**config.mk**
```make
export PLATFORM = sky130hd
export DESIGN_NAME = usb_tx_bitpipe
export DESIGN_NICKNAME = d
export VERILOG_FILES = /design/src/rtl/usb_tx_pkg.sv /design/src/rtl/usb_tx_fifo.sv /design/src/rtl/usb_tx_bitpipe.sv
export SDC_FILE = /design/constraint.sdc
export NUM_CORES = 1
export LEC_CHECK = 0
export CORE_MARGIN = 2
export CORE_UTILIZATION = 50
export CTS_CLUSTER_SIZE = 30
export DETAILED_ROUTE_END_ITERATION = 12
export HOLD_SLACK_MARGIN = 0.03
export PLACE_DENSITY = 0.67
export SETUP_SLACK_MARGIN = 0.3
export SYNTH_ARGS = -nofsm -noshare
export SYNTH_HDL_FRONTEND = slang
export SYNTH_SLANG_ARGS = --single-unit
```
**constraint.sdc**
```tcl
create_clock -name clk -period 5 [get_ports clk]
set_input_delay 1 -clock clk [delete_from_list [all_inputs] [get_ports clk]]
set_output_delay 1 -clock clk [all_outputs]
set_load 0.1 [all_outputs]
```
**src/rtl/usb_tx_pkg.sv**
```systemverilog
// usb_tx_pkg: shared state encoding and line constants
// for the usb_tx_bitpipe transmit pipeline.
package usb_tx_pkg;

  typedef enum logic [2:0] {
    IDLE,
    SYNC,
    DATA,
    STUFF,
    ABORT,
    EOP
  } state_t;

  localparam logic [7:0] SYNC_BYTE = 8'h80;
  localparam logic [1:0] LINE_J    = 2'b10;
  localparam logic [1:0] LINE_K    = 2'b01;
  localparam logic [1:0] LINE_SE0  = 2'b00;

endpackage

```
**src/rtl/usb_tx_fifo.sv**
```systemverilog
// usb_tx_fifo: synchronous byte+flag FIFO with
// occupancy count and a single-cycle flush.
module usb_tx_fifo #(
  parameter int DEPTH = 8,
  parameter int WIDTH = 9
) (
  input  logic                   clk,
  input  logic                   rst_L,
  input  logic                   flush,
  input  logic                   push,
  input  logic [WIDTH-1:0]       wdata,
  input  logic                   pop,
  output logic [WIDTH-1:0]       rdata,
  output logic                   full,
  output logic                   empty,
  output logic [$clog2(DEPTH):0] count
);

  localparam int AW = $clog2(DEPTH);

  logic [WIDTH-1:0] mem [DEPTH];
  logic [AW-1:0]    wp;
  logic [AW-1:0]    rp;
  logic             do_push;
  logic             do_pop;

  assign full    = count == (AW+1)'(DEPTH);
  assign empty   = count == '0;
  assign do_push = push & ~full;
  assign do_pop  = pop & ~empty;
  assign rdata   = mem[rp];

  always_ff @(posedge clk) begin
    if (do_push) mem[wp] <= wdata;
  end

  always_ff @(posedge clk) begin
    if (!rst_L || flush) begin
      wp    <= '0;
      rp    <= '0;
      count <= '0;
    end else begin
      if (do_push) wp <= wp + 1'b1;
      if (do_pop) rp <= rp + 1'b1;
      unique case ({do_push, do_pop})
        2'b10:   count <= count + 1'b1;
        2'b01:   count <= count - 1'b1;
        default: ;
      endcase
    end
  end

endmodule

```
**src/rtl/usb_tx_bitpipe.sv**
```systemverilog
// usb_tx_bitpipe: FIFO-buffered USB transmit line pipeline
// (SYNC, bit stuffing, NRZI, EOP, abort, underrun).
module usb_tx_bitpipe
  import usb_tx_pkg::*;
#(
  parameter int FIFO_DEPTH   = 8,
  parameter int START_THRESH = 4,
  parameter int BIT_DIV      = 1,
  parameter int STUFF_LEN    = 6,
  parameter int EOP_SE0_BITS = 2
) (
  input  logic       clk,
  input  logic       rst_L,
  input  logic [7:0] in_data,
  input  logic       in_valid,
  input  logic       in_last,
  output logic       in_ready,
  input  logic       abort,
  output logic       dp,
  output logic       dm,
  output logic       oe,
  output logic       busy,
  output logic       underrun
);

  localparam int CW = $clog2(FIFO_DEPTH) + 1;
  localparam int DW = (BIT_DIV > 1) ? $clog2(BIT_DIV) : 1;
  localparam int BW = $clog2(EOP_SE0_BITS + 9);
  localparam int SW = $clog2(STUFF_LEN + 2);

  state_t        state, state_n;
  logic [DW-1:0] div;
  logic [BW-1:0] bcnt, bcnt_n;
  logic [7:0]    sh, sh_n;
  logic          last_q, last_n;
  logic [SW-1:0] scnt, scnt_n, ones;
  logic          lvl, lvl_n;
  logic          abort_q, flush_q, urun_q;
  logic [CW-1:0] nlast, count;
  logic [8:0]    rdata;
  logic          full, empty;
  logic          strobe, active, go_abort, start;
  logic          acc, push, pop, fifo_flush;
  logic          urun_set, ab_flush;
  logic          cur_bit, nbit, emit, adv, load, to_eop;

  usb_tx_fifo #(
    .DEPTH(FIFO_DEPTH),
    .WIDTH(9)
  ) u_fifo (
    .clk  (clk),
    .rst_L(rst_L),
    .flush(fifo_flush),
    .push (push),
    .wdata({in_last, in_data}),
    .pop  (pop),
    .rdata(rdata),
    .full (full),
    .empty(empty),
    .count(count)
  );

  assign strobe     = div == DW'(BIT_DIV - 1);
  assign active     = state inside {SYNC, DATA, STUFF};
  assign go_abort   = active & (abort | abort_q);
  assign start      = (nlast != '0) || (count >= CW'(START_THRESH));
  assign in_ready   = rst_L & (flush_q | (~full & (state != ABORT)));
  assign acc        = in_valid & in_ready;
  assign push       = acc & ~flush_q;
  assign fifo_flush = ab_flush | ((state == IDLE) & abort);
  assign busy       = state != IDLE;
  assign underrun   = urun_q;
  assign ones       = cur_bit ? scnt + 1'b1 : '0;

  always_comb begin
    unique case (state)
      SYNC:    cur_bit = SYNC_BYTE[bcnt[2:0]];
      DATA:    cur_bit = sh[0];
      default: cur_bit = 1'b0;
    endcase
  end

  always_comb begin
    oe       = 1'b1;
    {dp, dm} = lvl ? LINE_J : LINE_K;
    unique case (state)
      IDLE: begin
        oe       = 1'b0;
        {dp, dm} = LINE_J;
      end
      EOP: begin
        {dp, dm} = (bcnt < BW'(EOP_SE0_BITS)) ? LINE_SE0 : LINE_J;
      end
      default: ;
    endcase
  end

  always_comb begin
    state_n  = state;
    bcnt_n   = bcnt;
    sh_n     = sh;
    last_n   = last_q;
    scnt_n   = scnt;
    lvl_n    = lvl;
    pop      = 1'b0;
    urun_set = 1'b0;
    ab_flush = 1'b0;
    nbit     = 1'b1;
    emit     = 1'b0;
    adv      = 1'b0;
    load     = 1'b0;
    to_eop   = 1'b0;
    if (strobe) begin
      scnt_n = ones;
      unique case (state)
        IDLE: begin
          if (!abort && start) begin
            state_n = SYNC;
            bcnt_n  = '0;
            nbit    = SYNC_BYTE[0];
            emit    = 1'b1;
          end
        end
        SYNC: begin
          if (bcnt == BW'(7)) begin
            load = 1'b1;
          end else begin
            bcnt_n = bcnt + 1'b1;
            nbit   = SYNC_BYTE[bcnt[2:0] + 3'd1];
            emit   = 1'b1;
          end
        end
        DATA: begin
          if (ones == SW'(STUFF_LEN)) begin
            state_n = STUFF;
            scnt_n  = '0;
            nbit    = 1'b0;
            emit    = 1'b1;
          end else begin
            adv = 1'b1;
          end
        end
        STUFF: adv = 1'b1;
        ABORT: begin
          if (bcnt == BW'(7)) to_eop = 1'b1;
          else bcnt_n = bcnt + 1'b1;
        end
        EOP: begin
          if (bcnt == BW'(EOP_SE0_BITS)) state_n = IDLE;
          else bcnt_n = bcnt + 1'b1;
        end
        default: state_n = IDLE;
      endcase
      // byte boundary: finish packet, detect underrun or fetch next byte
      if (adv) begin
        if (bcnt != BW'(7)) begin
          state_n = DATA;
          bcnt_n  = bcnt + 1'b1;
          sh_n    = sh >> 1;
          nbit    = sh[1];
          emit    = 1'b1;
        end else if (last_q) begin
          to_eop = 1'b1;
        end else if (empty) begin
          to_eop   = 1'b1;
          urun_set = 1'b1;
        end else begin
          load = 1'b1;
        end
      end
      if (load) begin
        pop     = 1'b1;
        state_n = DATA;
        bcnt_n  = '0;
        sh_n    = rdata[7:0];
        last_n  = rdata[8];
        nbit    = rdata[0];
        emit    = 1'b1;
      end
      if (to_eop) begin
        state_n = EOP;
        bcnt_n  = '0;
        lvl_n   = 1'b1;
      end
      if (emit) lvl_n = nbit ? lvl : ~lvl;
      if (go_abort) begin
        state_n  = ABORT;
        bcnt_n   = '0;
        scnt_n   = '0;
        lvl_n    = lvl;
        pop      = 1'b0;
        urun_set = 1'b0;
        ab_flush = 1'b1;
      end
    end
  end

  always_ff @(posedge clk) begin
    if (!rst_L) begin
      state   <= IDLE;
      div     <= '0;
      bcnt    <= '0;
      sh      <= '0;
      last_q  <= 1'b0;
      scnt    <= '0;
      lvl     <= 1'b1;
      abort_q <= 1'b0;
      flush_q <= 1'b0;
      urun_q  <= 1'b0;
      nlast   <= '0;
    end else begin
      state   <= state_n;
      div     <= strobe ? '0 : div + 1'b1;
      bcnt    <= bcnt_n;
      sh      <= sh_n;
      last_q  <= last_n;
      scnt    <= scnt_n;
      lvl     <= lvl_n;
      abort_q <= go_abort & ~strobe;
      urun_q  <= urun_set;
      if (urun_set) flush_q <= 1'b1;
      else if (acc & in_last & flush_q) flush_q <= 1'b0;
      if (fifo_flush) nlast <= '0;
      else nlast <= nlast + CW'(push & in_last) - CW'(pop & rdata[8]);
    end
  end

endmodule

```
==> results.ini <==
[synth]
synth_async_sr_flop_share_pct=0
synth_edf_count=72
syn-instance-count=424
yosysSeqAreaShare_pct=57.10
synth_seq_cells=114
synth_area_leaders=edfxtp_1, dfxtp_1, mux4_2
synth.distinct_cells=68
yosysMostFrequentCell=edfxtp_1
synth_top_cell_area_share_pct=41.11
synth_nets=451
synth.top_cells.by_count=edfxtp_1, dfxtp_1, nor2_1
syn_area_um2=5259
ys_warn_count=0
avgSynthCellArea_um2=12.40
synthFlopType=edfxtp_1
yosys.area.top_type=edfxtp_1

[setup_path]
crit_type=register to output port
cp_slowest_cell=clkdlybuf4s50_1
startpoint_type=register
worstPathRequired_ns=4.00
startpoint=state[2]
cp.arrival_ns=2.95
path_cells=inv_1, nand2_1, clkdlybuf4s50_1
rr_startpoint=state[2]
max_stage_delay_ns=1.14
cp_top_family=buffers and inverters
end_kind=output port
crit_fanout=18
cp_num_buf_inv=2

[clock_tree]
numCtsBuffers=17
cts_resized=0
clock_sinks=114
clk_pin_slew_worst_paths_ns=0.06
postCtsHoldBufs=0
htreeDepth=4
root_buffer=clkbuf_8
cts.path.max_buffers=2
cts_tree=yes
clock_latency_ns=0.52
post-cts-setup-buffers=0

[die]
rows=37
initial_utilization_pct=51.17
design.core.area_um2=10280
io_pins=19
dieArea_um2=11350
die_x_um=106.6
die_y_um=106.6

[hold_path]
hold_start=scnt[1]
min_path_type=register to register

[sta]
hold_violations=0
fin_worst_skew_ns=0.009625
relSlewSlack_pct=26.89
setup_tns_ns=0
finalSetupViolCount=0
fmax_mhz=253.3
slew_violations=0
fin_crit_ns=3.948
rsz0062_at_grt=no
worst_slew_pin_slew_ns=1.089
final.period_utilization_pct=78.96

[grt]
grt_use_total_pct=20.47
grt_max_degree=21
overflow=0
antenna_found_initial=0
grt_pass1_wl_mm=17.19
grt_pass1_vias=3385

[routing]
drc=0
num_vias=3392
drt_first_pass_iters=5
routedWlPerCell_um=17.79
viasPerCell=5.720
wirelength_mm=10.55
ant_nets=0
drtIter0Drc=242

[placed_design]
dp_hpwl_mm=6.840
place.gp.congestion=0.9564
placedCellCount=562
portBuffers=18

[power_and_ir_drop]
p_per_area_nw_per_um2=378.2
peakVddDrop_v=0.0002577
power_leakage_nw=2.070

[final_layout]
nets=472
n_antenna_cell=0
area_delta_synth_final_pct=16.58
fin_cells=593
drive_gt1_share_pct=14.22

[run]
cap_violations=0

[status]
run_status=completed

cells by family after synthesis:
logic type                 share of synthesized area [%]
other                                            0.07131
adders and majority gates                          3.474
buffers and inverters                              3.593
DFF                                                57.10
xor gates and xnor gates                           2.165
AOI/OAI and AO/OA                                  10.21
muxes                                              9.636
and+or+nand+nor                                    13.75
layout make-up:
cell class / count / area, um^2
multi-input cells: 270 / 2067
well taps: 136 / 170.2
clock buffers: 18 / 417.9
inverters: 14 / 52.55
flip-flops and latches: 114 / 3003
repair buffers: 28 / 252.7
fillers: 835 / 4146
clock inverters: 13 / 167.7
worst min-delay path, cell delays in order, from the launching register on:
cell	delay, ns
dfxtp_1	0.32
nand2_1	0.05
o21ai_0	0.07
flip-flops by register name (all words and copies together) (netlist names), named ones only:
register / flops
u_fifo.rp: 3
underrun: 1
u_fifo.wp: 3
state: 3
scnt: 3
u_fifo.mem: 72
sh: 8
u_fifo.count: 4
flush_q: 1
abort_q: 1
nlast: 4
div: 1
last_q: 1
bcnt: 4
lvl: 1
through the flow:
step | util (%) | hold WS, ns | instance area [um^2] | total power, mW | setup slack (ns)
detailed placement | 53.96 | 0.4831 | 5545 | 1.136 | 1.211
global placement | 53.96 | 0.4473 | 5545 | 1.133 | 1.271
floorplan | - | 0.4291 | 5259 | 1.102 | 0.7199
CTS | 59.65 | 0.4981 | 6131 | 2.334 | 1.056
global route | 59.65 | 0.5451 | 6131 | 2.384 | 0.8969
finish | 59.65 | 0.5010 | 6131 | 2.319 | 1.052
routing by layer:
| layer | track usage, % | vias up | wire length (um) |
|---|---|---|---|
| li1 | - | 1628 | - |
| met2 | 33.65 | 91 | 5141 |
| met4 | 10.11 | 0 | 286 |
| met3 | 5.518 | 22 | 426 |
| met1 | 24.99 | 1651 | 4692 |
| met5 | 0 | - | 0 |
layout by cell type (no fill, tap or decap), types with 3 or more instances in the layout:
| master | Yosys | layout |
|---|---|---|
| nand2_1 | 31 | 31 |
| clkbuf_16 | 0 | 16 |
| clkdlybuf4s50_1 | 0 | 17 |
| a21o_1 | 5 | 5 |
| nor3b_1 | 7 | 7 |
| clkinvlp_4 | 0 | 3 |
| dfxtp_1 | 42 | 42 |
| a21oi_1 | 18 | 18 |
| ha_1 | 13 | 13 |
| inv_1 | 14 | 14 |
| xor2_1 | 6 | 6 |
| mux4_2 | 18 | 18 |
| o21ai_0 | 12 | 12 |
| nor2b_1 | 13 | 13 |
| buf_4 | 1 | 11 |
| a31oi_1 | 4 | 4 |
| xnor2_1 | 7 | 7 |
| a211oi_1 | 8 | 8 |
| clkinv_1 | 0 | 4 |
| edfxtp_1 | 72 | 72 |
| nor2_1 | 42 | 42 |
| mux2i_1 | 9 | 9 |
| bufinv_16 | 0 | 4 |
| nor3_1 | 9 | 9 |
| nand3b_1 | 5 | 5 |
| nand3_1 | 5 | 5 |
| nor4_1 | 4 | 4 |
| o21a_1 | 3 | 3 |
where the power goes:
part	total (mW)	internal [mW]	switching [mW]
Sequential	1.02	1.01	0.00992
Clock	1.20	0.795	0.406
Combinational	0.0988	0.0347	0.0641
final timing paths:
kind         slack [ns]              end  depth (start not counted)
max                1.05               oe                          3
min                0.50          scnt[1]                          2
max reg2reg        1.46  u_fifo.count[2]                         12
min reg2reg        0.50          scnt[1]                          2
Note: power is estimated with default switching activity, not from simulation.
==> RTL change, RTL diff (same settings) <==
The output `underrun` loses its register stage (`urun_q` becomes a continuous assignment).
--- a/src/rtl/usb_tx_bitpipe.sv
+++ b/src/rtl/usb_tx_bitpipe.sv
@@ -208,3 +208,2 @@
       flush_q <= 1'b0;
-      urun_q  <= 1'b0;
       nlast   <= '0;
@@ -219,3 +218,2 @@
       abort_q <= go_abort & ~strobe;
-      urun_q  <= urun_set;
       if (urun_set) flush_q <= 1'b1;
@@ -227,2 +225,4 @@
 
+  assign urun_q = urun_set;
+
 endmodule
Behaviour: same outputs for any inputs over 10 cycles, from zero or initial values and one cycle with rst_L low; that may be too few to reach the edited logic, so the function may still have changed.
==> RTL change against the unedited design <==
  * Combinational power increased by 4%
  * Clock skew decreased by 0.0028 ns
  * Routed wire length increased by 2.3%
  * Highest routed layer unchanged
  * Sequential cell count decreased by 1
  * Cell area increased by 1.4%
  * Power increased by 1.2%
  * Largest cell class unchanged
  * Area after synthesis increased by 0.98%
  * Setup slack improved by 0.041 ns
==> RTL change: results (changes against the unedited design) <==
| Metric | Value |
|---|---|
| Top cells by area, synth | edfxtp_1 (41%), dfxtp_1 (15%), mux4_2 (7.6%) |
| Syn_nets | 457 (+1.3%) |
| Layout Skew | 0.00680 ns (-0.00282 ns) |
| GRT Util Overall | 0.205 (+0.000771) |
| Placed cell count | 568 (+1.1%) |
| CTS max path bufs | 2 (unchanged) |
| Dpl ws | 1.19 ns (-0.0184 ns) |
| CP max FO | 17 (-1) |
| Via count | 3475 (+2.4%) |
| Gpl congestion | 0.896 (-6.4%) |
| Seq/Total Area, Yosys | 0.562 (-0.00929) |
| Post-synthesis cell count | 430 (+1.4%) |
| Ys Warns | 0 (unchanged) |
| Xor/xnor share of the synthesized area | 0.0231 (+0.00144) |
| First-pass GRT wire length | 17400 um (+1.3%) |
| EDFF count, synth | 72 (unchanged) |
| P_int | 0.00185 W (+0.39%) |
| Placed Area | 0.00561 mm2 (+1.2%) |
| Inserted Diodes | 0 (unchanged) |
| NumNets Final | 478 (+1.3%) |
| Layout cells sized above 1 | 0.153 (+0.0108) |
| 1st-iter DRT viols | 210 (-13%) |
| # setup viols final | 0 (unchanged) |
| Largest net degree at the start of global routing | 23 (+9.5%) |
| PwrDens | 377 mW/mm2 (-0.29%) |
| Routed length per instance | 18.0 um (+1.1%) |
| Pwr Total | 0.00235 W (+1.2%) |
| Rel. slew slack | 0.284 (+0.0154) |
| Static Leak | 2.10 nW (+1.6%) |
| Status | completed |
| Post_cts resized | 0 (unchanged) |
| Ys flop type | edfxtp_1 |
| Logic pwr share | 0.044 |
| Final WL | 10800 um (+2.3%) |
| CTS Buf Count | 17 (unchanged) |
| Setup ws final | 1.09 ns (+0.0413 ns) |
| Setup slack, reg-to-reg | 1.55 ns (+0.09 ns) |
| Clk slew on worst S/H paths | 0.06 ns (about the same) |
| Max VDD drop | 0.403 mV (+56%) |
| Dpl hpwl | 7080 um (+3.5%) |
| Worst hold margin | 0.456 ns (-0.0453 ns) |
| P_seq | 0.00101 W |
| Htree depth | 4 (unchanged) |
| FILL cells | 831 (-0.48%) |
| Post-synth top cells | edfxtp_1 (72), dfxtp_1 (41), nand2_1 (36) |
| Synth cell types | 72 (+5.9%) |
| Post-synth ARST share | 0 (unchanged) |
| Mux contribution to synthesized area | 0.0973 (+0.000954) |
| DRT Pass-1 Iters | 4 (-1) |
| Number of global-route vias before repair | 3356 (-0.86%) |
| Synth Area in Compound Gates | 0.124 (+0.0216) |
| Worst skew pair latency | 0.52 ns (about the same) |
| CP arrival | 2.91 ns (-0.04 ns) |
| Adder-cell share of the synthesized area | 0.0344 (-0.000336) |
| Initial antenna violation count | 0 (unchanged) |
RTL change: cell types whose count changed in the layout (fill, tap and decap cells not counted), sizes merged, moves of 5 or more:
cell    delta
a21boi     +8
inv        +7
a211o      +6
nand2      +5
nor2b      -9
nor2      -12
a211oi     -5
RTL change: worst paths after layout:
path / startpoint / to / cells after the start
setup / recovery: state[0]$_SDFFE_PN0N_ / dp / 4
hold / removal: sh[5]$_SDFFE_PN0P_ / sh[5]$_SDFFE_PN0P_ / 2
setup reg to reg: bcnt[0]$_SDFFE_PN0N_ / u_fifo.count[3]$_SDFFE_PP0P_ / 12
hold reg to reg: sh[5]$_SDFFE_PN0P_ / sh[5]$_SDFFE_PN0P_ / 2
RTL change: critical path, cell delays in order, from the launching register on:
cell	delay, ns
dfxtp_1	0.69
xnor2_1	0.28
a21oi_1	0.16
nor2_1	0.12
clkdlybuf4s50_1	1.13
RTL change: kinds of logic after synthesis:
group | count (synthesis)
AO/OA/AOI/OAI | 90
XOR/XNOR | 14
adder cells (fa/ha/maj) | 14
buffers and inverters | 45
flip-flops | 113
multiplexers | 29
other | 1
AND/OR/NAND/NOR | 124
RTL change: cell type report:
| class | instances | share of cell area |
|---|---|---|
| clock buffers | 19 | 0.0678 |
| flip-flops and latches | 113 | 0.480 |
| multi-input cells | 272 | 0.344 |
| repair buffers | 28 | 0.0402 |
| clock inverters | 13 | 0.0298 |
| inverters | 19 | 0.0115 |
| well taps | 136 | 0.0274 |
RTL change: routing by layer:
layer	up-vias	routed length (um)	GRT usage
met5	-	0	0
met4	0	217	0.0816
met3	19	527	0.0687
met2	79	5280	0.325
met1	1705	4770	0.261
li1	1672	-	-
